===== config.mk =====
export PLATFORM = sky130hd
export DESIGN_NAME = lsu_data_port
export DESIGN_NICKNAME = d
export VERILOG_FILES = /design/src/rtl/lsu_pkg.sv /design/src/rtl/lsu_load_align.sv /design/src/rtl/lsu_data_port.sv
export SDC_FILE = /design/constraint.sdc
export NUM_CORES = 1
export LEC_CHECK = 0
export CAP_MARGIN = 20
export CORE_ASPECT_RATIO = 1.1
export CORE_UTILIZATION = 43
export DETAILED_ROUTE_END_ITERATION = 12
export PLACE_DENSITY = 0.88
export SLEW_MARGIN = 15
export SYNTH_ARGS = -nofsm -noshare
export SYNTH_HDL_FRONTEND = slang
export SYNTH_SLANG_ARGS = --single-unit

===== constraint.sdc =====
create_clock -name clock -period 1.8 [get_ports clock]
set_clock_uncertainty 0.15 [all_clocks]
set_input_delay 0.36 -clock clock [delete_from_list [all_inputs] [get_ports clock]]
set_output_delay 0.36 -clock clock [all_outputs]
set_load 0.01 [all_outputs]

===== src/rtl/lsu_pkg.sv =====
// Shared encodings for the load/store unit: access sizes, FSM states and
// the alignment rule.
package lsu_pkg;

    localparam logic [1:0] SIZE_B = 2'd0;
    localparam logic [1:0] SIZE_H = 2'd1;
    localparam logic [1:0] SIZE_W = 2'd2;

    typedef enum logic [1:0] {
        IDLE = 2'd0,
        RD   = 2'd1,
        CAP  = 2'd2,
        WR   = 2'd3
    } lsu_state_t;

    // Size 3 has no legal encoding and is rejected like a misaligned access.
    function automatic logic is_misaligned(input logic [1:0] size, input logic [1:0] lane);
        logic mis;
        case (size)
            SIZE_B:  mis = 1'b0;
            SIZE_H:  mis = lane[0];
            SIZE_W:  mis = (lane != 2'b00);
            default: mis = 1'b1;
        endcase
        return mis;
    endfunction

endpackage


===== src/rtl/lsu_load_align.sv =====
// Lane extraction with sign/zero extension for loads; the lane mask output
// is shared with the store path to merge sub-word writes.
module lsu_load_align
    import lsu_pkg::*;
(
    input  logic [31:0] word,
    input  logic [1:0]  lane,
    input  logic [1:0]  size,
    input  logic        is_unsigned,
    output logic [31:0] data,
    output logic [31:0] lane_mask
);

    logic [31:0] shifted;
    logic [4:0]  shamt;

    assign shamt = {lane, 3'b000};

    always_comb begin
        shifted   = word >> shamt;
        data      = word;
        lane_mask = 32'hFFFF_FFFF;
        case (size)
            SIZE_B: begin
                data      = {{24{~is_unsigned & shifted[7]}}, shifted[7:0]};
                lane_mask = 32'h0000_00FF << shamt;
            end
            SIZE_H: begin
                data      = {{16{~is_unsigned & shifted[15]}}, shifted[15:0]};
                lane_mask = 32'h0000_FFFF << shamt;
            end
            default: begin
                data      = word;
                lane_mask = 32'hFFFF_FFFF;
            end
        endcase
    end

endmodule


===== src/rtl/lsu_data_port.sv =====
// Load/store unit driving the word-only data port of the dual-port ram.
// Sub-word stores are read-modify-write; misaligned requests never touch memory.
module lsu_data_port
    import lsu_pkg::*;
#(
    parameter int unsigned ADDR_WIDTH = 16,
    parameter int unsigned DATA_WIDTH = 32
) (
    input  logic                  clock,
    input  logic                  reset_n,
    input  logic                  req_valid,
    output logic                  req_ready,
    input  logic                  req_write,
    input  logic [1:0]            req_size,
    input  logic                  req_unsigned,
    input  logic [31:0]           req_addr,
    input  logic [DATA_WIDTH-1:0] req_wdata,
    output logic                  resp_valid,
    output logic [DATA_WIDTH-1:0] resp_rdata,
    output logic                  resp_error,
    output logic                  mem_wEn,
    output logic [ADDR_WIDTH-1:0] mem_address,
    output logic [DATA_WIDTH-1:0] mem_write_data,
    input  logic [DATA_WIDTH-1:0] mem_read_data
);

    lsu_state_t state_q, state_d;

    logic [ADDR_WIDTH+1:0] addr_q;
    logic [1:0]            size_q;
    logic                  write_q;
    logic                  unsigned_q;
    logic [31:0]           wdata_q;
    logic [31:0]           wbuf_q;

    logic        resp_valid_d, resp_error_d;
    logic [31:0] resp_rdata_d;

    logic        accept, req_mis, word_store;
    logic [31:0] aligned, lane_mask, merged;

    // Upper address bits are deliberately dropped so addresses wrap.
    logic unused_addr;
    assign unused_addr = ^req_addr[31:ADDR_WIDTH+2];

    assign accept     = req_valid && (state_q == IDLE);
    assign req_mis    = is_misaligned(req_size, req_addr[1:0]);
    assign word_store = req_write && (req_size == SIZE_W);

    lsu_load_align u_align (
        .word        (mem_read_data),
        .lane        (addr_q[1:0]),
        .size        (size_q),
        .is_unsigned (unsigned_q),
        .data        (aligned),
        .lane_mask   (lane_mask)
    );

    assign merged = (mem_read_data & ~lane_mask)
                  | ((wdata_q << {addr_q[1:0], 3'b000}) & lane_mask);

    always_ff @(posedge clock or negedge reset_n) begin
        if (!reset_n) begin
            state_q <= IDLE;
        end else begin
            state_q <= state_d;
        end
    end

    always_comb begin
        state_d = state_q;
        unique case (state_q)
            IDLE: begin
                if (accept && !req_mis) begin
                    state_d = word_store ? WR : RD;
                end
            end
            RD:  state_d = CAP;
            CAP: state_d = write_q ? WR : IDLE;
            WR:  state_d = IDLE;
        endcase
    end

    always_comb begin
        req_ready      = (state_q == IDLE);
        mem_wEn        = (state_q == WR);
        mem_address    = addr_q[ADDR_WIDTH+1:2];
        mem_write_data = wbuf_q;
        resp_valid_d   = 1'b0;
        resp_error_d   = 1'b0;
        resp_rdata_d   = 32'h0;
        unique case (state_q)
            IDLE: begin
                if (accept && req_mis) begin
                    resp_valid_d = 1'b1;
                    resp_error_d = 1'b1;
                end
            end
            RD: ;
            CAP: begin
                if (!write_q) begin
                    resp_valid_d = 1'b1;
                    resp_rdata_d = aligned;
                end
            end
            WR: resp_valid_d = 1'b1;
        endcase
    end

    always_ff @(posedge clock or negedge reset_n) begin
        if (!reset_n) begin
            addr_q     <= '0;
            size_q     <= SIZE_B;
            write_q    <= 1'b0;
            unsigned_q <= 1'b0;
            wdata_q    <= 32'h0;
            wbuf_q     <= 32'h0;
            resp_valid <= 1'b0;
            resp_error <= 1'b0;
            resp_rdata <= 32'h0;
        end else begin
            if (accept) begin
                addr_q     <= req_addr[ADDR_WIDTH+1:0];
                size_q     <= req_size;
                write_q    <= req_write;
                unsigned_q <= req_unsigned;
                wdata_q    <= req_wdata;
                if (word_store && !req_mis) begin
                    wbuf_q <= req_wdata;
                end
            end
            if (state_q == CAP && write_q) begin
                wbuf_q <= merged;
            end
            resp_valid <= resp_valid_d;
            resp_error <= resp_error_d;
            resp_rdata <= resp_rdata_d;
        end
    end

endmodule


==> impl_metrics.ini, run 1 <==
[synthesis]
yosysWarnings = 0
synth-seq-cells = 122
synth.most_common_cell = dfrtp_1
yosys.area.top_type = dfrtp_1
synthArstFlopShare_pct = 100
synth_fp_nets = 661
ys_top_cells_by_count = 122 x dfrtp_1, 65 x nand2_1, 54 x mux2_2, 52 x mux2i_1, 38 x o21ai_0
synth_seq_area_share_pct = 50.1
synth_top_flop_cell = dfrtp_1
ys_types = 45
synth-edff-count = 0
syn_area_sq_um = 6090
avgSynthCellArea_sq_um = 10.9
synth.area.top_cells = dfrtp_1 50%, mux2_2 10%, mux2i_1 8.5%
synth_top_area_share_pct = 50.1
synth_cells = 558

[route]
routed_wl_microns = 21900
vias = 5685
drtAntennaViolNets = 0
drc = 0
first_pass_iters = 5
drtIter0Drc = 482
wl_per_cell_microns = 22.3
vias_per_cell = 5.80

[power]
vdd_drop_max_uv = 913
seq_power_share_pct = 28.9
cellPowerDensity_nw_per_um2 = 1750
power.leakage_nw = 4.60
power_frac_comb_pct = 49.5
power.total_w = 0.0167
power_frac_clock_pct = 21.5
internal-power_w = 0.0105
p_switching_w = 0.00623
sw_frac_of_total_pct = 37.3

[final_layout]
diodes = 0
nNetsFinal = 884
post-route-util_pct = 69.2
drive_gt1_share_pct = 27.2
nFillCells = 939
area_growth_pct = 56.7

[worst_hold_path]
hp-class = input pin to async pin

[clock_network]
clockBufferDepth = 2
clkSinkCount = 122
cts_made_buffers = 17
cts_tree = built
clkTransAtPathRegs_ps = 60
htree_levels = 4
clk_latency_ps = 410
root_buffer = clkbuf_16

[timing]
rsz0062_at_grt = true
tightest_slew_ps = 564
max_slew_margin_pct = 62.3
finalCritPeriodShare_pct = 107
fin_crit_ps = 1920
timing_hold_violations_final = 0
setup_viol = 21
final-max-slew-violation-count = 0
max_clock_freq_mhz = 520
fin_ws_ps = -122

[global_route]
track_usage_pct = 27.8
grt_pass1_vias = 5551
grt_pass1_wl_microns = 30600
antenna_found_initial = 0
grt_max_degree = 48
grt_overflow_total = 0

[floorplanning]
die_w_microns = 115
rows = 45
die-area_sq_um = 14600
die_h_microns = 127
initial_utilization_pct = 44.1
core_area_sq_um = 13800
io-pin-count = 187

[placed_design]
dp_hpwl_microns = 14600
gp_congestion = 0.908
numPortBuffers = 172

[setup_path]
worstPathRequired_ps = 1950
path_max_fanout = 5
r2r_start = state_q[1]
crit_path_start_kind = input pin
path_class = input pin to flop
crit_start = req_addr[1]
arrival_ps = 2080
endpoint_kind = flop

[run]
max-cap-violations = 0

[outcome]
violations = negative setup slack
outcome = finished with violations
==> layout make-up <==
class | instances | area, sq um | area share, %
Sequential cell | 122 | 3060 | 32.0
Multi-Input combinational cell | 379 | 3020 | 31.7
Timing Repair Buffer | 260 | 2610 | 27.3
Clock buffer | 20 | 447 | 4.68
Tap cell | 188 | 235 | 2.46
Clock inverter | 11 | 171 | 1.80
Inverter | 1 | 3.75 | 0.0393
==> routing by layer <==
layer / routed length (microns) / GRT usage (%) / part of all wire, % / up-vias
li1: - / - / - / 2477
met1: 8630 / 35.5 / 39 / 2849
met2: 11000 / 46.5 / 50 / 288
met3: 1460 / 4.92 / 6.6 / 71
met4: 872 / 11.4 / 4.0 / 0
met5: 0 / 0 / 0 / -
==> timing repair <==
item	in CTS	in global routing
pin swaps	4	16
hold buffers	1	0
hold endpoints to repair	20	0
buffers inserted	2	6
gates resized for setup	90	90
endpoints found under the setup margin	102	89
gates cloned	0	10
==> power by group through the flow <==
| stage | logic, W | registers [W] | clock network (W) |
|---|---|---|---|
| floorplan | 0.00428 | 0.00470 | 0 |
| global placement | 0.00728 | 0.00470 | 0 |
| detailed placement | 0.00748 | 0.00476 | 0 |
| CTS | 0.00735 | 0.00472 | 0.00361 |
| global route | 0.00876 | 0.00493 | 0.00375 |
| finish | 0.00828 | 0.00483 | 0.00360 |
==> worst max-delay path, stage by stage <==
cell,delay (ps)
clkdlybuf4s50_1,490
nor4b_4,350
buf_4,210
and2_4,210
buf_6,140
nand2_2,50
a31oi_1,260
==> layout by cell type (no fill, tap or decap), types with 9 or more instances in the layout <==
cell	instances
dlygate4sd2_1	59
buf_6	10
dfrtp_1	119
nor2_1	9
nor3b_1	10
a21oi_1	19
buf_12	9
a31oi_1	13
o21ai_0	31
nand2_1	62
clkdlybuf4s50_1	95
o21bai_1	9
mux2_2	19
a211oi_1	18
clkbuf_16	23
mux2i_1	42
buf_4	61
mux2i_2	9
dlymetal6s2s_1	15
mux2_4	35
==> registers in the layout, indices dropped and copies added, names as in the netlist <==
register and cells:
wdata_q 32, unsigned_q 1, state_q 2, resp_error 1, mem_write_data 32, resp_rdata 32
addr_q 18, write_q 1, resp_valid 1, size_q 2
==> path summary, 6_finish.rpt <==
kind	end	slack (ps)	depth (start not counted)
worst min register to register	addr_q[7]	350	1
min in group clock	size_q[0]	280	3
worst max register to register	mem_write_data[0]	-80	6
max in group asynchronous	wdata_q[28]	630	3
worst min-delay path	addr_q[3]	260	2
worst max-delay path	mem_write_data[0]	-120	7
==> kinds of logic after synthesis <==
kind of cell,share of synthesized area (%)
AO/OA/AOI/OAI,15.0
multiplexers,18.5
buffers and inverters,5.28
AND/OR/NAND/NOR,11.0
flip-flops,50.1
==> stage by stage <==
stage	worst slack, ps	TNS [ps]	instances	hold slack (ps)	area (sq um)
6_report	-122	-599	981	263	9540
5_1_grt	-97.6	-1920	981	293	9540
4_1_cts	-31.9	-143	966	259	9050
3_5_place_dp	-469	-26370	932	141	8390
3_3_place_gp	-456	-23300	932	138	8390
2_1_floorplan	-10.9	-10.9	558	-85.6	6090
Note: power is estimated with default switching activity, not from simulation.
==> run 2: changes to the inputs <==
- SKIP_LAST_GASP: not set -> 1
==> impl_metrics.ini, run 2 (synthesized netlist as in run 1, its figures left out) <==
[power]
vdd_drop_max_uv = 877
cellPowerDensity_nw_per_um2 = 1730
power.leakage_nw = 4.45
power.total_w = 0.0162

[timing]
fin_crit_ps = 1880
finalCritPeriodShare_pct = 105
final-max-slew-violation-count = 0
max_clock_freq_mhz = 531
timing_hold_violations_final = 0
setup_viol = 11
max_slew_margin_pct = 60.5
rsz0062_at_grt = true
tightest_slew_ps = 591
fin_ws_ps = -82.0

[floorplanning]
initial_utilization_pct = 44.1
die_w_microns = 115
core_area_sq_um = 13800
die_h_microns = 127
die-area_sq_um = 14600
rows = 45
io-pin-count = 187

[route]
vias = 5625
drtIter0Drc = 570
wl_per_cell_microns = 21.3
first_pass_iters = 6
vias_per_cell = 5.73
drc = 0
drtAntennaViolNets = 0
routed_wl_microns = 20900

[final_layout]
drive_gt1_share_pct = 26.9
diodes = 0
layout.cells.most_common_list = 119 x dfrtp_1, 95 x clkdlybuf4s50_1, 70 x buf_4, 60 x nand2_1, 59 x dlygate4sd2_1
layout_commonest_cell = dfrtp_1
nNetsFinal = 884
nFillCells = 980
area_growth_pct = 53.1

[setup_path]
r2r_start = addr_q[1]
worstPathRequired_ps = 1980
reg2reg_slack_ps = -60
crit_path_start_kind = input pin
path_max_fanout = 8
arrival_ps = 2060
endpoint_kind = flop
path_class = input pin to flop
r2r-end = resp_rdata[15]
reg2reg_depth = 4

[clock_network]
htree_levels = 4
clockBufferDepth = 2
clkSinkCount = 122
clk_latency_ps = 410
cts_tree = built
clkTransAtPathRegs_ps = 50
cts_made_buffers = 17
root_buffer = clkbuf_16

[outcome]
outcome = finished with violations
violations = negative setup slack

[run]
max-cap-violations = 0

[global_route]
grt_overflow_total = 0
grt_pass1_wl_microns = 30700
antenna_found_initial = 0
track_usage_pct = 27.8
grt_pass1_vias = 5547
grt_max_degree = 48

[placed_design]
dp_hpwl_microns = 14600
gp_congestion = 0.908
numPortBuffers = 172
post-place-ws_ps = -469

[worst_hold_path]
hp-class = input pin to async pin
run 2: layout make-up:
| cell class | count | area [sq um] | share of cell area [%] |
|---|---|---|---|
| Inverter | 1 | 3.75 | 0.0403 |
| Timing Repair Buffer | 261 | 2540 | 27.3 |
| Tap cell | 188 | 235 | 2.52 |
| Clock buffer | 20 | 447 | 4.79 |
| Sequential cell | 122 | 3060 | 32.8 |
| Clock inverter | 11 | 171 | 1.84 |
| Multi-Input combinational cell | 378 | 2870 | 30.8 |
run 2: repair_timing:
item | in CTS | in global routing
setup buffers | 2 | 11
hold buffers | 1 | 0
pin swaps | 4 | 12
setup endpoints to repair | 102 | 72
resized for setup | 87 | 47
hold endpoints to repair | 20 | 0
gates cloned | 0 | 5
run 2: power by group:
part           switching [W]  internal [W]  total (W)
clock                0.00124       0.00234    0.00359
combinational        0.00389       0.00391    0.00780
sequential          0.000890       0.00390    0.00479
run 2: stage by stage:
| step | hold WS, ps | cells | util (%) | cell area [sq um] | TNS, ps |
|---|---|---|---|---|---|
| finish | 262 | 981 | 67.6 | 9330 | -593 |
| detailed placement | 141 | 932 | 60.8 | 8390 | -26370 |
| floorplan | -85.6 | 558 | - | 6090 | -10.9 |
| global placement | 138 | 932 | 60.8 | 8390 | -23300 |
| global route | 281 | 981 | 67.6 | 9330 | -2620 |
| CTS | 259 | 966 | 65.5 | 9040 | -312 |
run 2: worst max-delay path, stage by stage:
cell,delay (ps)
clkdlybuf4s50_1,580
mux2i_2,130
mux2_4,300
or4_4,530
a31oi_4,160
run 2: worst max-delay path by stage:
stage                      start                 end  cells after the start
2_1_floorplan          addr_q[1]      resp_rdata[15]                      6
3_3_place_gp   mem_read_data[23]      resp_rdata[15]                      6
3_5_place_dp   mem_read_data[23]      resp_rdata[12]                      6
4_1_cts               state_q[0]             mem_wEn                      2
5_1_grt                addr_q[1]  mem_write_data[26]                      6
6_report        mem_read_data[7]      resp_rdata[15]                      5
run 2: routing by layer:
layer,up-vias,GRT usage (%),part of all wire [%]
met2,295,46.4,50
met5,-,0,0
met1,2806,35.5,39
met3,59,4.92,6.9
met4,0,11.6,3.3
li1,2465,-,-
==> run 3: changes to the inputs <==
- CELL_PAD_IN_SITES_DETAIL_PLACEMENT: not set -> 1
- CELL_PAD_IN_SITES_GLOBAL_PLACEMENT: not set -> 1
- CORE_UTILIZATION: 43 -> 33
- PLACE_DENSITY: 0.88 -> 0.89
==> impl_metrics.ini, run 3 (synthesized netlist as in run 1, its figures left out) <==
[outcome]
outcome = finished with violations
violations = negative setup slack

[timing]
timing_hold_violations_final = 0
setup_viol = 109
tightest_slew_ps = 627
max_clock_freq_mhz = 496
finalCritPeriodShare_pct = 112
rsz0062_at_grt = true
fin_crit_ps = 2020
max_slew_margin_pct = 57.8
fin_ws_ps = -217
final-max-slew-violation-count = 0

[setup_path]
endpoint_kind = flop
path_buf_inv = 3
crit_path_start_kind = flop
arrival_ps = 2170
crit_slowest_cell = dfrtp_2
worstPathRequired_ps = 1950
path_class = flop to flop
path_max_fanout = 7
crit_family = buffers and inverters
slowest_delay_ps = 470
cp_cell_sequence = buf_8 > buf_6 > o21a_1 > nor2_4 > clkbuf_16 > mux2i_1 > o21ai_1

[route]
first_pass_iters = 5
drc = 0
vias = 6248
drtIter0Drc = 517
drtAntennaViolNets = 0
wl_per_cell_microns = 28.8
vias_per_cell = 6.00
routed_wl_microns = 30000

[clock_network]
clkTransAtPathRegs_ps = 60
clk_latency_ps = 440
clkSinkCount = 122
cts_made_buffers = 17
htree_levels = 4
root_buffer = clkbuf_16
cts_tree = built
clockBufferDepth = 2

[global_route]
grt_max_degree = 72
grt_pass1_wl_microns = 37700
antenna_found_initial = 1
grt_pass1_vias = 6293
grt_overflow_total = 0
track_usage_pct = 26.9

[power]
power_frac_comb_pct = 53.5
power.total_w = 0.0177
internal-power_w = 0.0104
power.leakage_nw = 4.64
p_switching_w = 0.00733
sw_frac_of_total_pct = 41.4
seq_power_share_pct = 28.3
vdd_drop_max_uv = 904
cellPowerDensity_nw_per_um2 = 1790
power_frac_clock_pct = 18.3

[placed_design]
gp_congestion = 0.868
dp_hpwl_microns = 16700
numPortBuffers = 172

[floorplanning]
die-area_sq_um = 19000
rows = 51
core_area_sq_um = 17900
initial_utilization_pct = 34.1
die_w_microns = 132
die_h_microns = 144
io-pin-count = 187

[final_layout]
area_growth_pct = 62.1
post-route-util_pct = 55.2
layout.cells.most_common_list = 118 x dfrtp_1, 84 x clkdlybuf4s50_1, 80 x dlygate4sd2_1, 63 x buf_4, 44 x mux2i_1
nNetsFinal = 896
drive_gt1_share_pct = 33.4
layout_commonest_cell = dfrtp_1

[run]
max-cap-violations = 0

[worst_hold_path]
hp-class = input pin to async pin
==> run 3: through the flow <==
step           setup slack, ps  std cells  setup TNS, ps  area (sq um)  hold slack, ps
3_3_place_gp              -435        986         -29900          8520             240
5_1_grt                   -258       1042         -11450          9870             356
6_report                  -217       1042          -8580          9870             314
2_1_floorplan            -10.9        558          -10.9          6090           -85.6
4_1_cts                  -48.3       1026           -394          9210             329
3_5_place_dp              -536        986         -35440          8520             241
==> run 3: area by class of cell <==
cell class | count | area (sq um)
fill | 1857 | 8000
tap | 238 | 298
clock buffer | 27 | 523
inverter | 1 | 3.75
sequential | 122 | 3060
clock inverter | 2 | 10.0
multi-input combinational | 378 | 3160
antenna | 1 | 2.50
timing repair buffer | 273 | 2820
==> run 3: per-layer routing <==
layer,track usage [%],up-vias,part of all wire [%]
met5,0,-,0
met4,18.0,0,7.3
met3,7.75,153,7.3
met2,43.9,413,48
met1,30.9,3190,38
li1,-,2492,-
==> run 3: worst paths after layout <==
check,end,cells past startpoint,slack (ps),from
worst max-delay path,mem_write_data[31],7,-220,addr_q[1]
worst min-delay path,mem_write_data[20],3,310,reset_n
worst max register to register,mem_write_data[31],7,-220,addr_q[1]
worst min register to register,addr_q[3],1,350,addr_q[3]
max in group asynchronous,addr_q[1],3,790,reset_n
min in group clock,addr_q[3],1,350,addr_q[3]
==> run 3: tightest hold or removal path: stages <==
cell           delay [ps]
dlygate4sd3_1         520
buf_4                 130
buf_12                250
==> run 3: what timing repair did <==
action / 4_1_cts / 5_1_grt
pin swaps: 5 / 35
hold buffers: 1 / 0
hold endpoints to repair: 122 / 0
setup buffers: 7 / 6
resized for setup: 126 / 116
endpoints found under the setup margin: 159 / 109
gates cloned: 3 / 9
==> run 3: power by group through the flow <==
stage / clock (W) / sequential, W / combinational, W
4_1_cts: 0.00322 / 0.00477 / 0.00779
5_1_grt: 0.00336 / 0.00507 / 0.00985
3_5_place_dp: 0 / 0.00481 / 0.00773
2_1_floorplan: 0 / 0.00470 / 0.00428
6_report: 0.00324 / 0.00500 / 0.00946
3_3_place_gp: 0 / 0.00475 / 0.00743
